`config.mk`:
```
export PLATFORM = sky130hd
export DESIGN_NAME = sdram_arbiter
export DESIGN_NICKNAME = d
export VERILOG_FILES = /design/src/rtl/sdram_arbiter.sv
export SDC_FILE = /design/constraint.sdc
export NUM_CORES = 1
export LEC_CHECK = 0
export BUFFER_PORTS_ARGS = -buffer_cell sky130_fd_sc_hd__buf_2
export CORE_AREA = 8 8 76 129
export DETAILED_ROUTE_END_ITERATION = 6
export DIE_AREA = 0 0 84 137
export GPL_ROUTABILITY_DRIVEN = 0
export PLACE_DENSITY = 0.73
export SLEW_MARGIN = 20
export SYNTH_ARGS = -nofsm -noshare
export SYNTH_HDL_FRONTEND = slang
export SYNTH_SLANG_ARGS = --single-unit
```
`constraint.sdc`:
```
create_clock -name clk_sys_i -period 2.3 [get_ports clk_sys_i]
set_input_delay 0.115 -clock clk_sys_i [delete_from_list [all_inputs] [get_ports clk_sys_i]]
set_output_delay 0.115 -clock clk_sys_i [all_outputs]
set_load 0.1 [all_outputs]
```
`src/rtl/sdram_arbiter.sv`:
```
// sdram_arbiter
//   Shares one SDRAM controller command/data port between the VGA line-fill
//   requester (priority, 256-word read bursts) and a CPU single-word
//   requester. A saturating wait counter lets a starved CPU win the next
//   IDLE arbitration. Grants only happen from IDLE, so an in-flight burst
//   always runs to completion.
//
// Ports
//   clk_sys_i, rst_i           clock, synchronous active-high reset
//   line_req_i / line_grant_o  line-fill request (level) / grant (level)
//   line_addr_i                line-fill burst start address
//   line_data_o, line_valid_o  burst read data, pass-through from mem_rdata_i
//   line_done_o                burst complete pulse
//   cpu_req_i, cpu_we_i        CPU request (level) and direction
//   cpu_addr_i, cpu_wdata_i    CPU word address and write data
//   cpu_ack_o, cpu_rdata_o     CPU completion pulse and read data
//   mem_cmd_*_o, mem_cmd_ready_i, mem_wdata_o   command port to the controller
//   mem_rdata_i, mem_rdata_valid_i, mem_done_i  controller responses
//   arb_state_o                FSM state for debug
module sdram_arbiter #(
    parameter int ADDR_W       = 24,
    parameter int DATA_W       = 16,
    parameter int BURST_LEN    = 256,
    parameter int LEN_W        = 9,
    parameter int CPU_MAX_WAIT = 64
) (
    input  logic              clk_sys_i,
    input  logic              rst_i,
    input  logic              line_req_i,
    output logic              line_grant_o,
    input  logic [ADDR_W-1:0] line_addr_i,
    output logic [DATA_W-1:0] line_data_o,
    output logic              line_valid_o,
    output logic              line_done_o,
    input  logic              cpu_req_i,
    input  logic              cpu_we_i,
    input  logic [ADDR_W-1:0] cpu_addr_i,
    input  logic [DATA_W-1:0] cpu_wdata_i,
    output logic              cpu_ack_o,
    output logic [DATA_W-1:0] cpu_rdata_o,
    output logic              mem_cmd_valid_o,
    input  logic              mem_cmd_ready_i,
    output logic              mem_cmd_we_o,
    output logic [ADDR_W-1:0] mem_cmd_addr_o,
    output logic [LEN_W-1:0]  mem_cmd_len_o,
    output logic [DATA_W-1:0] mem_wdata_o,
    input  logic [DATA_W-1:0] mem_rdata_i,
    input  logic              mem_rdata_valid_i,
    input  logic              mem_done_i,
    output logic [2:0]        arb_state_o
);

    localparam int WAIT_W = $clog2(CPU_MAX_WAIT + 1);
    localparam logic [WAIT_W-1:0] WAIT_MAX = WAIT_W'(CPU_MAX_WAIT);

    typedef enum logic [2:0] {
        IDLE      = 3'd0,
        LINE_CMD  = 3'd1,
        LINE_XFER = 3'd2,
        CPU_CMD   = 3'd3,
        CPU_XFER  = 3'd4
    } state_e;

    state_e              state_q, state_d;
    logic [WAIT_W-1:0]   wait_q, wait_d;
    logic [ADDR_W-1:0]   addr_q, addr_d;
    logic                we_q, we_d;
    logic [LEN_W-1:0]    len_q, len_d;
    logic [DATA_W-1:0]   wdata_q, wdata_d;
    logic [DATA_W-1:0]   rdata_q, rdata_d;
    logic                rd_seen_q, rd_seen_d;
    logic                ack_q, ack_d;
    logic                cpu_win;
    logic                cpu_busy;

    // ack_q blocks a re-grant on the still-high cpu_req during the ack cycle.
    assign cpu_win  = (state_q == IDLE) && cpu_req_i && !ack_q &&
                      (!line_req_i || (wait_q == WAIT_MAX));
    assign cpu_busy = (state_q == CPU_CMD) || (state_q == CPU_XFER);

    always_comb begin
        state_d   = state_q;
        addr_d    = addr_q;
        we_d      = we_q;
        len_d     = len_q;
        wdata_d   = wdata_q;
        rdata_d   = rdata_q;
        rd_seen_d = rd_seen_q;
        ack_d     = 1'b0;
        wait_d    = wait_q;

        if (cpu_win) begin
            wait_d = '0;
        end else if (cpu_req_i && !cpu_busy && (wait_q != WAIT_MAX)) begin
            wait_d = wait_q + WAIT_W'(1);
        end

        case (state_q)
            IDLE: begin
                if (cpu_win) begin
                    state_d   = CPU_CMD;
                    addr_d    = cpu_addr_i;
                    we_d      = cpu_we_i;
                    wdata_d   = cpu_wdata_i;
                    len_d     = LEN_W'(1);
                    rd_seen_d = 1'b0;
                end else if (line_req_i) begin
                    state_d = LINE_CMD;
                    addr_d  = line_addr_i;
                    we_d    = 1'b0;
                    len_d   = LEN_W'(BURST_LEN);
                end
            end
            LINE_CMD: if (mem_cmd_ready_i) state_d = LINE_XFER;
            CPU_CMD:  if (mem_cmd_ready_i) state_d = CPU_XFER;
            LINE_XFER: if (mem_done_i) state_d = IDLE;
            CPU_XFER: begin
                // Only the first returned word is the answer to a read.
                if (!we_q && mem_rdata_valid_i && !rd_seen_q) begin
                    rdata_d   = mem_rdata_i;
                    rd_seen_d = 1'b1;
                end
                if (mem_done_i) begin
                    state_d = IDLE;
                    ack_d   = 1'b1;
                end
            end
            default: state_d = IDLE;
        endcase
    end

    always_ff @(posedge clk_sys_i) begin
        if (rst_i) begin
            state_q   <= IDLE;
            wait_q    <= '0;
            addr_q    <= '0;
            we_q      <= 1'b0;
            len_q     <= '0;
            wdata_q   <= '0;
            rdata_q   <= '0;
            rd_seen_q <= 1'b0;
            ack_q     <= 1'b0;
        end else begin
            state_q   <= state_d;
            wait_q    <= wait_d;
            addr_q    <= addr_d;
            we_q      <= we_d;
            len_q     <= len_d;
            wdata_q   <= wdata_d;
            rdata_q   <= rdata_d;
            rd_seen_q <= rd_seen_d;
            ack_q     <= ack_d;
        end
    end

    assign line_grant_o    = (state_q == LINE_CMD) || (state_q == LINE_XFER);
    assign line_valid_o    = (state_q == LINE_XFER) && mem_rdata_valid_i;
    assign line_done_o     = (state_q == LINE_XFER) && mem_done_i;
    assign line_data_o     = (state_q == LINE_XFER) ? mem_rdata_i : '0;
    assign mem_cmd_valid_o = (state_q == LINE_CMD) || (state_q == CPU_CMD);
    assign mem_cmd_we_o    = we_q;
    assign mem_cmd_addr_o  = addr_q;
    assign mem_cmd_len_o   = len_q;
    assign mem_wdata_o     = wdata_q;
    assign cpu_ack_o       = ack_q;
    assign cpu_rdata_o     = rdata_q;
    assign arb_state_o     = state_q;

endmodule

```
==> impl_metrics.ini <==
[worst_setup_path]
arrival_ps = 1850
slowest_delay_ps = 430
crit_chain = nor3b_2, buf_4, and2_2, buf_2
crit_family = buffers and inverters
slowest_stage = dfxtp_2
critPathRequiredTime_ps = 2180
cp_max_fo = 17
startpoint_type = register
reg2regPathDepth = 5
cp.depth = 4
crit_type = register to output pin
crit_buf_inv = 2
cp-end-kind = output pin

[floorplanning]
row_count = 44
die_h_um = 137
die-area_um2 = 11500
num_io_pins = 178
die_w_um = 84
initial_core_util_pct = 39.8
core_um2 = 8090

[synthesis]
synth-edff-count = 0
syn_area_um2 = 3220
ys_seq_area_share_pct = 44.2
yosysWarnings = 0
ys_seq_elements = 71
synth_mux_area_share_pct = 9.95
ys_types = 45
synthCells = 352
synth_compound_area_share_pct = 14.6
synthSimpleGateAreaFrac_pct = 23.6
synthXorXnorAreaFrac_pct = 0.544
async_flop_share_pct = 0
syn_avg_cell_area_um2 = 9.15
synth_ff_type = dfxtp_1
synth_top_family_by_area = simple AND/OR/NAND/NOR gates
yosys.area_share.adder_pct = 0.777

[placed_design]
hpwl_um = 7500
placed_area_um2 = 4120
dp_slack_ps = 363
portBuffers = 170

[clock_network]
post_cts_buffers = 0
clk_path_buf_depth = 2
cts_tree = built
clock-sinks = 71
cts_hold_buf = 0
cts_inserted_buffers = 9
htreeDepth = 3
cts-root-buf = clkbuf_16
cts.repair.resized = 0
clkTransAtPathRegs_ps = 60
clk_latency_ps = 320

[routing]
route.vias.total = 3100
dr.pass1.iters = 4
antenna_left = 0
dr.first_iter.drc_count = 139
vias_per_cell = 5.07
drc = 0
wl_um = 9770
wl_per_cell_um = 16.0

[power]
total_power_mw = 4.18
max-vdd-ir-drop_v = 0.000521
power_leakage_nw = 2.19
pwr_density_cell_nw_per_um2 = 942

[hold_path]
hp-class = input pin to register
hold_path_depth = 3

[global_routing]
grt_pass1_wl_um = 15300
grt_max_degree = 50
antenna_found_initial = 0
grt_pass1_vias = 3157
track_usage_pct = 16.2
gr-total-overflow = 0

[sta]
fmax_mhz = 508
setup_viol = 0
finalHoldViolCount = 0
finClkSkew_ps = 5.39
fin_ws_ps = 332
setup-tns-final_ps = 0
finalCritPeriodShare_pct = 85.6
rsz0062_at_grt = false
relSlewSlack_pct = 47.7
finalMaxSlewViolations = 0
fin_crit_ps = 1970
worst_pin_slew_ps = 782

[flow_run]
max_cap_violations = 0

[final_layout]
final_common_cell = buf_2
antennaDiodeCount = 0
final_cell_mix = buf_2 (170), dfxtp_1 (68), nand2b_1 (36)
nNetsFinal = 605
final_area_um2 = 4430
area_growth_pct = 37.7
drive_above_1_share_pct = 43.3

[outcome]
outcome = finished clean
[synthesized netlist by cell type (all sizes together) (2+ instances only)]
| library cell | count | area (um^2) |
|---|---|---|
| nand3 | 29 | 145 |
| dfxtp | 71 | 1420 |
| nand2b | 36 | 225 |
| clkbuf | 18 | 67.6 |
| a21o | 2 | 15.0 |
| ha | 2 | 25.0 |
| o21ai | 6 | 33.8 |
| nor2 | 23 | 86.3 |
| and3 | 2 | 13.8 |
| or4b | 2 | 27.5 |
| inv | 3 | 11.3 |
| a21oi | 35 | 175 |
| buf | 14 | 123 |
| o31ai | 2 | 15.0 |
| mux2i | 32 | 320 |
| nand2 | 6 | 22.5 |
| nor3b | 2 | 15.0 |
| a22oi | 24 | 180 |
| nor3 | 2 | 10.0 |
| or4 | 3 | 22.5 |
| and2 | 20 | 125 |
| or2 | 2 | 12.5 |
[power breakdown]
group | internal, mW | switching (mW)
Combinational | 0.277 | 1.14
Sequential | 1.31 | 0.0524
Clock | 0.900 | 0.499
[path summary, 6_finish.rpt]
check / from / end / slack [ps]
worst max register to register: arb_state_o[2] / arb_state_o[1] / 340
worst max-delay path: arb_state_o[1] / line_data_o[14] / 330
worst min register to register: mem_cmd_len_o[0] / mem_cmd_len_o[0] / 460
worst min-delay path: mem_rdata_i[9] / cpu_rdata_o[9] / 30
[metrics by stage]
stage          utilization, %  hold WS [ps]  instances
6_report                 54.8          32.5        612
5_1_grt                  54.8          37.2        612
4_1_cts                  54.7          28.2        612
3_5_place_dp             50.9           363        596
3_3_place_gp             50.9           354        596
2_1_floorplan               -           259        358
[layer usage]
layer	routed length [um]	GRT usage, %
met4	248	8.01
met3	674	5.48
met1	3880	18.0
met5	0	0
met2	4970	26.9
[cell type report]
cell class | instances | area, um^2
fill | 742 | 3660
multi-input combinational | 252 | 1660
sequential | 71 | 1430
timing repair buffer | 178 | 911
clock buffer | 12 | 256
tap | 92 | 115
clock inverter | 4 | 53.8
inverter | 3 | 11.3
[cell families after synthesis]
logic type	count (synthesis)
AOI/OAI and AO/OA	75
xor gates and xnor gates	2
adders and majority gates	2
buffers and inverters	35
DFF	71
muxes	32
other	1
and+or+nand+nor	134
[tightest hold or removal path: cells and delay by family]
kind                   cells  cell delay, ps
muxes                      1              50
buffers and inverters      1              80
and+or+nand+nor            1              70
[sequential cells by signal, indices dropped and copies added (netlist names)]
signal	flops
cpu_rdata_o	16
cpu_ack_o	1
wait_q	7
rd_seen_q	1
arb_state_o	3
mem_wdata_o	16
mem_cmd_we_o	1
mem_cmd_addr_o	24
mem_cmd_len_o	2
Note: power is estimated with default switching activity, not from simulation.
